File: src/rtl/packet_rr_arbiter.sv
// Packet-granular round-robin arbiter: holds a registered one-hot grant until the
// granted packet's last beat (or an idle watchdog expiry), then rotates priority.
module packet_rr_arbiter #(
   parameter int SIZE = 4,
   parameter int TIMEOUT = 0,
   localparam int IDX_W = $clog2(SIZE)
) (
   input  logic             clk,
   input  logic             reset,
   input  logic             clear,
   input  logic [SIZE-1:0]  req,
   input  logic             beat,
   input  logic             last,
   output logic [SIZE-1:0]  grant,
   output logic [IDX_W-1:0] grant_idx,
   output logic             grant_valid,
   output logic             timeout
);

   typedef enum logic {IDLE, BUSY} state_t;

   localparam logic [15:0] TO_VAL = 16'(TIMEOUT);

   state_t           state_reg, state_next;
   logic [SIZE-1:0]  grant_reg, grant_next;
   logic [IDX_W-1:0] idx_reg, idx_next;
   logic             valid_reg, valid_next;
   logic [IDX_W-1:0] ptr_reg, ptr_next;
   logic [15:0]      cnt_reg, cnt_next;
   logic             timeout_reg, timeout_next;

   logic [2*SIZE-1:0] req_dbl;
   logic [2*SIZE-1:0] req_rot;
   logic [IDX_W-1:0]  sel_off;
   logic [IDX_W-1:0]  sel_idx;
   logic              any_req;
   logic              expire;
   logic              release_now;
   logic              take_grant;

   // Rotate the request vector so ptr lands at bit 0; the lowest set bit is the winner.
   assign req_dbl = {req, req};
   assign req_rot = req_dbl >> ptr_reg;
   assign any_req = |req;

   always_comb begin
      sel_off = '0;
      for (int i = SIZE - 1; i >= 0; i--) begin
         if (req_rot[i]) sel_off = IDX_W'(i);
      end
   end

   assign sel_idx = ptr_reg + sel_off;
   assign expire  = (TIMEOUT != 0) && (cnt_reg == TO_VAL - 16'd1);

   always_comb begin
      state_next   = state_reg;
      idx_next     = idx_reg;
      valid_next   = valid_reg;
      ptr_next     = ptr_reg;
      cnt_next     = cnt_reg;
      timeout_next = 1'b0;
      release_now  = 1'b0;
      take_grant   = 1'b0;
      grant_next   = '0;

      case (state_reg)
         IDLE: begin
            cnt_next   = '0;
            take_grant = any_req;
         end
         BUSY: begin
            if (beat && last) begin
               release_now = 1'b1;
            end else if (beat) begin
               cnt_next = '0;
            end else if (expire) begin
               release_now  = 1'b1;
               timeout_next = 1'b1;
            end else if (TIMEOUT != 0) begin
               cnt_next = cnt_reg + 16'd1;
            end

            if (release_now) begin
               cnt_next = '0;
               if (any_req) begin
                  take_grant = 1'b1;
               end else begin
                  state_next = IDLE;
                  valid_next = 1'b0;
                  idx_next   = '0;
               end
            end
         end
         default: state_next = IDLE;
      endcase

      // ptr already points one past the previous owner, so the served requester is last in line.
      if (take_grant) begin
         state_next = BUSY;
         idx_next   = sel_idx;
         valid_next = 1'b1;
         ptr_next   = sel_idx + IDX_W'(1);
      end

      grant_next[idx_next] = valid_next;
   end

   always_ff @(posedge clk) begin
      if (reset || clear) begin
         state_reg   <= IDLE;
         grant_reg   <= '0;
         idx_reg     <= '0;
         valid_reg   <= 1'b0;
         ptr_reg     <= '0;
         cnt_reg     <= '0;
         timeout_reg <= 1'b0;
      end else begin
         state_reg   <= state_next;
         grant_reg   <= grant_next;
         idx_reg     <= idx_next;
         valid_reg   <= valid_next;
         ptr_reg     <= ptr_next;
         cnt_reg     <= cnt_next;
         timeout_reg <= timeout_next;
      end
   end

   assign grant       = grant_reg;
   assign grant_idx   = idx_reg;
   assign grant_valid = valid_reg;
   assign timeout     = timeout_reg;

endmodule

File: config.mk
export PLATFORM = sky130hd
export DESIGN_NAME = packet_rr_arbiter
export DESIGN_NICKNAME = d
export VERILOG_FILES = /design/src/rtl/packet_rr_arbiter.sv
export SDC_FILE = /design/constraint.sdc
export NUM_CORES = 1
export LEC_CHECK = 0
export CAP_MARGIN = 40
export CELL_PAD_IN_SITES_DETAIL_PLACEMENT = 0
export CELL_PAD_IN_SITES_GLOBAL_PLACEMENT = 1
export CORE_MARGIN = 2
export CORE_UTILIZATION = 34
export DETAILED_ROUTE_END_ITERATION = 16
export PLACE_DENSITY = 0.78
export SYNTH_ARGS = -nofsm -noshare
export SYNTH_HDL_FRONTEND = slang
export SYNTH_SLANG_ARGS = --single-unit
File: constraint.sdc
create_clock -name clk -period 4.1 [get_ports clk]
set_input_delay 0.615 -clock clk [delete_from_list [all_inputs] [get_ports clk]]
set_output_delay 0.615 -clock clk [all_outputs]
set_load 0.005 [all_outputs]
# After elaboration in Yosys (flattened, before gate mapping)
# Index checks and enable logic that the tools add are counted.
# Widths: inputs -> output; s select.
# word_totals
wordCells	38
register_bits	10
inputBits	9
# classes
n_reduce_logical	4
n_shift	1
n_lt_le_gt_ge	2
bitwise	2
mux	22
add_sub_neg	2
# op_table
op	count
$mux 2	8
$mux 1	12
$shr 8x2->4	1
$and 4x4->4	1
$reduce_or 4->1	1
$lt 2x3->1 const B	1
$add 2x1->2 const B	1
$add 2x2->2	1
$demux 1 s2	1
$ge 2x1->1 const B	1
$logic_and 1x1->1	2
$pmux 1 s2	1
$logic_or 1x1->1	1
$not 1->1	1

# Longest topological paths before layout
# Gate-level depths: netlist of the first run.
# depth
depth_word	12
ltp_mapped	10
mapped_depth_nobuf	9

# Least setup slack after synthesis of the first run
# OpenSTA, ideal clock, no wires.
# synth_timing
path_type	input -> register
startpoint	in req[2]
endpoint	reg ptr_reg[1]
stages	8
path_slack_ns	1.839
required_time_ns	4.030
path_buffers	1
arrival_time_ns	2.192
path_cell_list	buf_2 > o311a_1 > o21ai_0 > ha_1 > xnor2_1 > xnor2_1 > or3_1 > a21oi_1
# synth_between
elab_chain_len	7
# synth_lines
element	line_no	rtl
start: declaration	11	input logic [SIZE-1:0] req,
$shr 8x2->4	43	assign req_rot = req_dbl >> ptr_reg;
$mux 2 (4 in series)	49	if (req_rot[i]) sel_off = IDX_W'(i);
$add 2x2->2	53	assign sel_idx = ptr_reg + sel_off;
$add 2x1->2	103	ptr_next = sel_idx + IDX_W'(1);
end signal: assignment	123	ptr_reg <= ptr_next;
end: declaration	28	logic [IDX_W-1:0] ptr_reg, ptr_next;
# Several ways; a longest one is shown, not always the timed one.
# A chain may end at the register's enable or synchronous reset.

# Worst setup path after layout of the first run
# layout_timing
startpoint	in req[3]
endpoint	reg ptr_reg[1]
# The elaborated chain is that of the path after synthesis.

==> results of run 1 <==
==> synthesized netlist by cell type <==
master,instances
dfxtp_1,10
xnor2_1,3
inv_1,3
nand3_1,2
a311oi_1,1
o32ai_2,1
ha_1,1
and3b_1,1
o21ai_0,3
nor2_1,12
nand2_1,7
nor3_1,3
a22oi_1,1
o221a_2,1
a21oi_1,5
o32ai_1,1
a211oi_1,1
o311a_1,1
nand2b_1,3
xor2_1,1
and3_1,1
nor4_1,2
nor3b_2,1
or2_2,1
buf_2,2
conb_1,1
clkbuf_1,1
a32oi_2,1
buf_4,2
or3_1,1
==> per-layer routing <==
layer	share of wire (%)	track usage [%]	vias up
li1	-	-	290
met1	48	18.8	243
met2	43	18.3	21
met3	7.5	5.16	2
met4	1.2	5.29	0
met5	0	0	-
==> cell families (layout without fill, tap and decap cells) <==
group,count (synthesis),count (layout),share of synthesized area [%]
xor gates and xnor gates,4,4,5.98
AOI/OAI and AO/OA,16,16,21.6
DFF,10,10,34.2
other,1,1,0.640
buffers and inverters,8,22,6.84
and+or+nand+nor,34,34,28.6
adders and majority gates,1,1,2.14
==> worst paths after layout <==
kind	to	slack, ns	from	cells past startpoint
max	ptr_reg[1]	1.50	req[3]	9
min	state_reg	0.54	state_reg	2
max reg2reg	ptr_reg[1]	1.92	ptr_reg[0]	8
min reg2reg	state_reg	0.54	state_reg	2
==> worst min-delay path, stage by stage (launching register included) <==
cell     delay, ns
dfxtp_1       0.33
nand2_1       0.09
a21oi_1       0.07
==> through the flow <==
stage                     total power, W  std cells  util (%)  hold WS, ns  setup slack [ns]
final                           0.000289        104      49.0        0.538              1.50
after global routing            0.000307        104      49.0        0.593              1.36
after CTS                       0.000290        104      49.0        0.539              1.47
after detailed placement        0.000202        100      46.6        0.526              1.21
after global placement          0.000202        100      46.6        0.530              1.26
after floorplan                 0.000175         74         -        0.498              1.84
==> cells in the final DEF, fill, tap and decap left out, drive strengths merged, types with 2 or more instances in the layout <==
cell and n:
clkdlybuf4s50 15, nor2 12, dfxtp 10, nand2 7, a21oi 5, clkbuf 4
inv 3, nor3 3, o21ai 3, nand2b 3, xnor2 3, nand3 2
nor4 2, o32ai 2
==> power groups by stage <==
| stage | Combinational [W] | Sequential (W) | Clock [W] |
|---|---|---|---|
| floorplan | 0.0000612 | 0.000114 | 0 |
| global route | 0.0000968 | 0.000116 | 0.0000943 |
| CTS | 0.0000864 | 0.000114 | 0.0000891 |
| finish | 0.0000860 | 0.000114 | 0.0000885 |
| global placement | 0.0000854 | 0.000116 | 0 |
| detailed placement | 0.0000858 | 0.000116 | 0 |
==> cell type report <==
| type | instances | area, um2 |
|---|---|---|
| clock buffers | 4 | 36.3 |
| inverters | 3 | 11.3 |
| fillers | 145 | 796 |
| repair buffers | 15 | 150 |
| flip-flops and latches | 10 | 200 |
| well taps | 16 | 20.0 |
| multi-input cells | 56 | 345 |
==> out/metrics.csv, run 1 <==
metric;value;unit
post-synthesis sequential area ratio;34.2;%
Synth cell types;30;
CTS tree;built;
number of routed nets with antenna violations;0;
setup_tns;0;ns
initial antenna violation count;0;
initial core utilization;37.6;%
LEAKAGE;0.297;nW
Critical Path AT;2.81;ns
synthesized area;586;um2
clock network power share;30.7;%
critical path buffer and inverter count;2;
dominant cells by area after synthesis;dfxtp_1, nor2_1, nand2_1, xnor2_1, a21oi_1;
NetSw;0.0000839;W
Critical Path Start Type;input port;
Critical Path, Cell by Cell;clkdlybuf4s50_1 -> inv_1 -> o311a_1 -> o21ai_0 -> ha_1 -> xnor2_1 -> xnor2_1 -> or3_1 -> a21oi_1;
PostCTS Resize Cnt;0;
setup repair bufs after CTS;0;
WL/cell;11.0;um
post-synth top area share;34.2;%
GRT Residual Overflow;0;
# rows;14;
# diodes;0;
CTS root buffer;clkbuf_4;
Post-Syn Nets;84;
average vias per placed instance;5.35;
Fmax achieved;0.384;GHz
largest net degree at the start of global routing;13;
initial DRC count;18;
vias in the first global route;484;
Seq cells post-synth;10;
fraction of layout cells with a size suffix above 1;10.2;%
TritonRoute pass-1 iters;5;
min cycle time layout;2.60;ns
I/O pins;17;
Yosys warnings;0;
Post-DP Area;727;um2
Critical Path RT;4.30;ns
Die Height;45.5;um
RSZ-0062 raised after global routing;false;
CP endpoint kind;register;
area growth from synthesis to layout;30.3;%
total die area;2070;um2
fin. max-slew vios;0;
Skew-Pair Late Insertion Delay;0.27;ns
global-route usage over all layers;13.5;%
# port buffers;15;
delay-heaviest family, CP;buffers and inverters;
Gate power share;29.8;%
Largest register FFs;4;
post-DP HPWL;860;um
final WL;1140;um
Crit Path Category;in -> reg;
Sink Count;10;
Fin Clk Skew;0.00357;ns
internal power;0.000205;W
core footprint;1560;um2
most frequent cell on the critical path;xnor2_1;
CP max FO;6;
CTS H-tree lvls;1;
Final Hold Viols;0;
MaxCap Viol Count;0;
sequential group share of total power;39.6;%
# hold bufs at CTS;0;
Num CTS Buffers;3;
peak supply drop;0.000181;V
slowest stage delay, CP;0.57;ns
cell taking the most area after synthesis;dfxtp_1;
status;finished clean;
first-pass GRT wire length;2010;um
Pwr Density;378;nW/um2
clk slew on worst S/H paths;0.07;ns
design area;763;um2
critical path's slowest cell;clkdlybuf4s50_1;
drt drc;0;
Mean Syn Cell Area;7.91;um2
final setup vio count;0;
deepest clock path buffer count;2;
chip width;45.5;um
post-synthesis cell count;74;
vias;556;
Tcrit/Tclk final;63.5;%
Sw Share;29.0;%
layout net count;99;
RePlAce Congestion;0.706;
Hold Crit Class;reg -> reg;
Power figures use the tool's default switching activity.
==> run 2: changes to the inputs <==
- CORE_UTILIZATION: 34 -> 29
- PLACE_DENSITY: 0.78 -> 0.7
- clock period: 4.1 -> 2.39 ns (I/O delays scaled with it)
==> run 2 against run 1 <==
Against the previous run: via count up 1.6%; setup slack worse by 1.3 ns; combinational power is 100% higher; hold slack got worse by 0.025 ns; final cell count up 17%; utilization is 5.8 points lower; sequential cell count is the same; sequential power increased by 72%; wire length grew 11%; non-clock buffer count rose by 8; largest power group unchanged.
==> out/metrics.csv, run 2 (synthesis results as in run 1) <==
metric;value;unit;change
global-route usage over all layers;12.7;%;-0.75 points
initial core utilization;30.2;%;-7.4 points
Hold Crit Class;in -> reg;;
Critical Path AT;2.41;ns;-0.40 ns
Skew-Pair Late Insertion Delay;0.25;ns;-0.02 ns
chip width;48.9;um;+7.5%
fill count;223;;+54%
clk slew on worst S/H paths;0.06;ns;about the same
worst r2r dst;ptr_reg[1];;
CTS tree;built;;
Crit Path Category;in -> reg;;
Critical Path Start Type;input port;;
total die area;2390;um2;+16%
Fin Clk Skew;0.000418;ns;-0.00315 ns
min cycle time layout;2.22;ns;
crit path to;ptr_reg[1];;
CTS H-tree lvls;1;;unchanged
reg2reg path depth;8;;unchanged
MaxCap Viol Count;0;;unchanged
Final Hold Viols;0;;unchanged
Hold Path Depth;3;;+1
commonest cells after routing, fill and taps aside;nor2_1, clkdlybuf4s50_1, dfxtp_1, buf_4, nand2_1;;
# rows;16;;+2
Largest register FFs;4;;unchanged
fraction of layout cells with a size suffix above 1;17.9;%;+7.7 points
final setup vio count;0;;unchanged
fin. max-slew vios;0;;unchanged
deepest clock path buffer count;2;;unchanged
WL/cell;10.4;um;-5.7%
vias;565;;+1.6%
# port buffers;15;;unchanged
placed cells;119;;+19%
CP endpoint kind;register;;
final WL;1260;um;+11%
layout net count;107;;+8.1%
GRT Residual Overflow;0;;unchanged
post-DP HPWL;1010;um;+17%
crit path from;req[3];;
first-pass GRT wire length;2440;um;+21%
R2R Path Start;ptr_reg[0];;
status;finished clean;;
filler-free cell count of the finished design;122;;+17%
setup repair bufs after CTS;0;;unchanged
number of routed nets with antenna violations;0;;unchanged
Pwr Density;572;nW/um2;+51%
RePlAce Congestion;0.701;;-0.72%
# hold bufs at CTS;0;;unchanged
PostCTS Resize Cnt;0;;unchanged
Fmax achieved;0.451;GHz;
CTS root buffer;clkbuf_4;;
vias in the first global route;602;;+24%
Tcrit/Tclk final;92.8;%;
setup_tns;0;ns;unchanged
average vias per placed instance;4.63;;-13%
I/O pins;17;;unchanged
Num CTS Buffers;3;;unchanged
# diodes;0;;unchanged
largest net degree at the start of global routing;13;;unchanged
drt drc;0;;unchanged
Die Height;48.9;um;+7.5%
initial antenna violation count;0;;unchanged
Critical Path RT;2.58;ns;-1.72 ns
RSZ-0062 raised after global routing;false;;
CP max FO;5;;-1
area growth from synthesis to layout;43.2;%;
initial DRC count;7;;-11
LEAKAGE;0.361;nW;+22%
core footprint;1940;um2;+25%
TritonRoute pass-1 iters;4;;-1
Register-to-Register Setup Slack;0.27;ns;-1.65 ns
Sink Count;10;;unchanged
peak supply drop;0.000328;V;+82%
-- run 2: stage by stage --
step	utilization, %	hold slack (ns)	power (W)	setup WS (ns)	instance area (um2)
3_3_place_gp	41.2	0.525	0.000367	-0.129	801
3_5_place_dp	41.2	0.531	0.000370	-0.203	801
4_1_cts	42.4	0.543	0.000482	0.0645	823
6_report	43.2	0.513	0.000479	0.172	838
2_1_floorplan	-	0.498	0.000300	0.385	586
5_1_grt	43.2	0.585	0.000516	0.0158	838
-- run 2: critical path: stages --
cell	delay, ns
clkdlybuf4s50_1	0.42
buf_4	0.15
nor2_1	0.12
nor4_1	0.06
a21oi_1	0.14
o21ai_1	0.09
ha_1	0.33
xnor2_2	0.16
xnor2_1	0.14
or3_1	0.31
a21oi_1	0.14
-- run 2: where the power goes --
| group | switching [W] | internal (W) | total, W | leakage, nW |
|---|---|---|---|---|
| Clock | 0.0000500 | 0.0000578 | 0.000108 | 0.0138 |
| Sequential | 0.0000145 | 0.000181 | 0.000196 | 0.0818 |
| Combinational | 0.0000755 | 0.000100 | 0.000176 | 0.265 |
| Total | 0.000140 | 0.000339 | 0.000479 | 0.361 |
-- run 2: layout make-up --
class / instances / area [um2] / area share [%]
Inverter: 3 / 11.3 / 1.34
Sequential cell: 10 / 200 / 23.9
Tap cell: 27 / 33.8 / 4.03
Clock buffer: 3 / 22.5 / 2.69
Multi-Input combinational cell: 56 / 353 / 42.1
Timing Repair Buffer: 23 / 218 / 26.0
-- run 2: worst min path at each step --
stage                end  startpoint  slack (ns)
2_1_floorplan  state_reg   state_reg        0.50
3_3_place_gp   state_reg   state_reg        0.53
3_5_place_dp   state_reg   state_reg        0.53
4_1_cts        state_reg   state_reg        0.54
5_1_grt        state_reg      req[1]        0.59
6_report       state_reg      req[1]        0.51
-- run 2: metal layers --
layer / track usage (%) / wire length [um] / vias to the layer above / share of wire [%]
li1: - / - / 304 / -
met4: 7.14 / 8 / 0 / 0.63
met2: 21.7 / 613 / 11 / 49
met1: 14.4 / 571 / 248 / 45
met5: 0 / 0 / - / 0
met3: 3.07 / 70 / 2 / 5.5
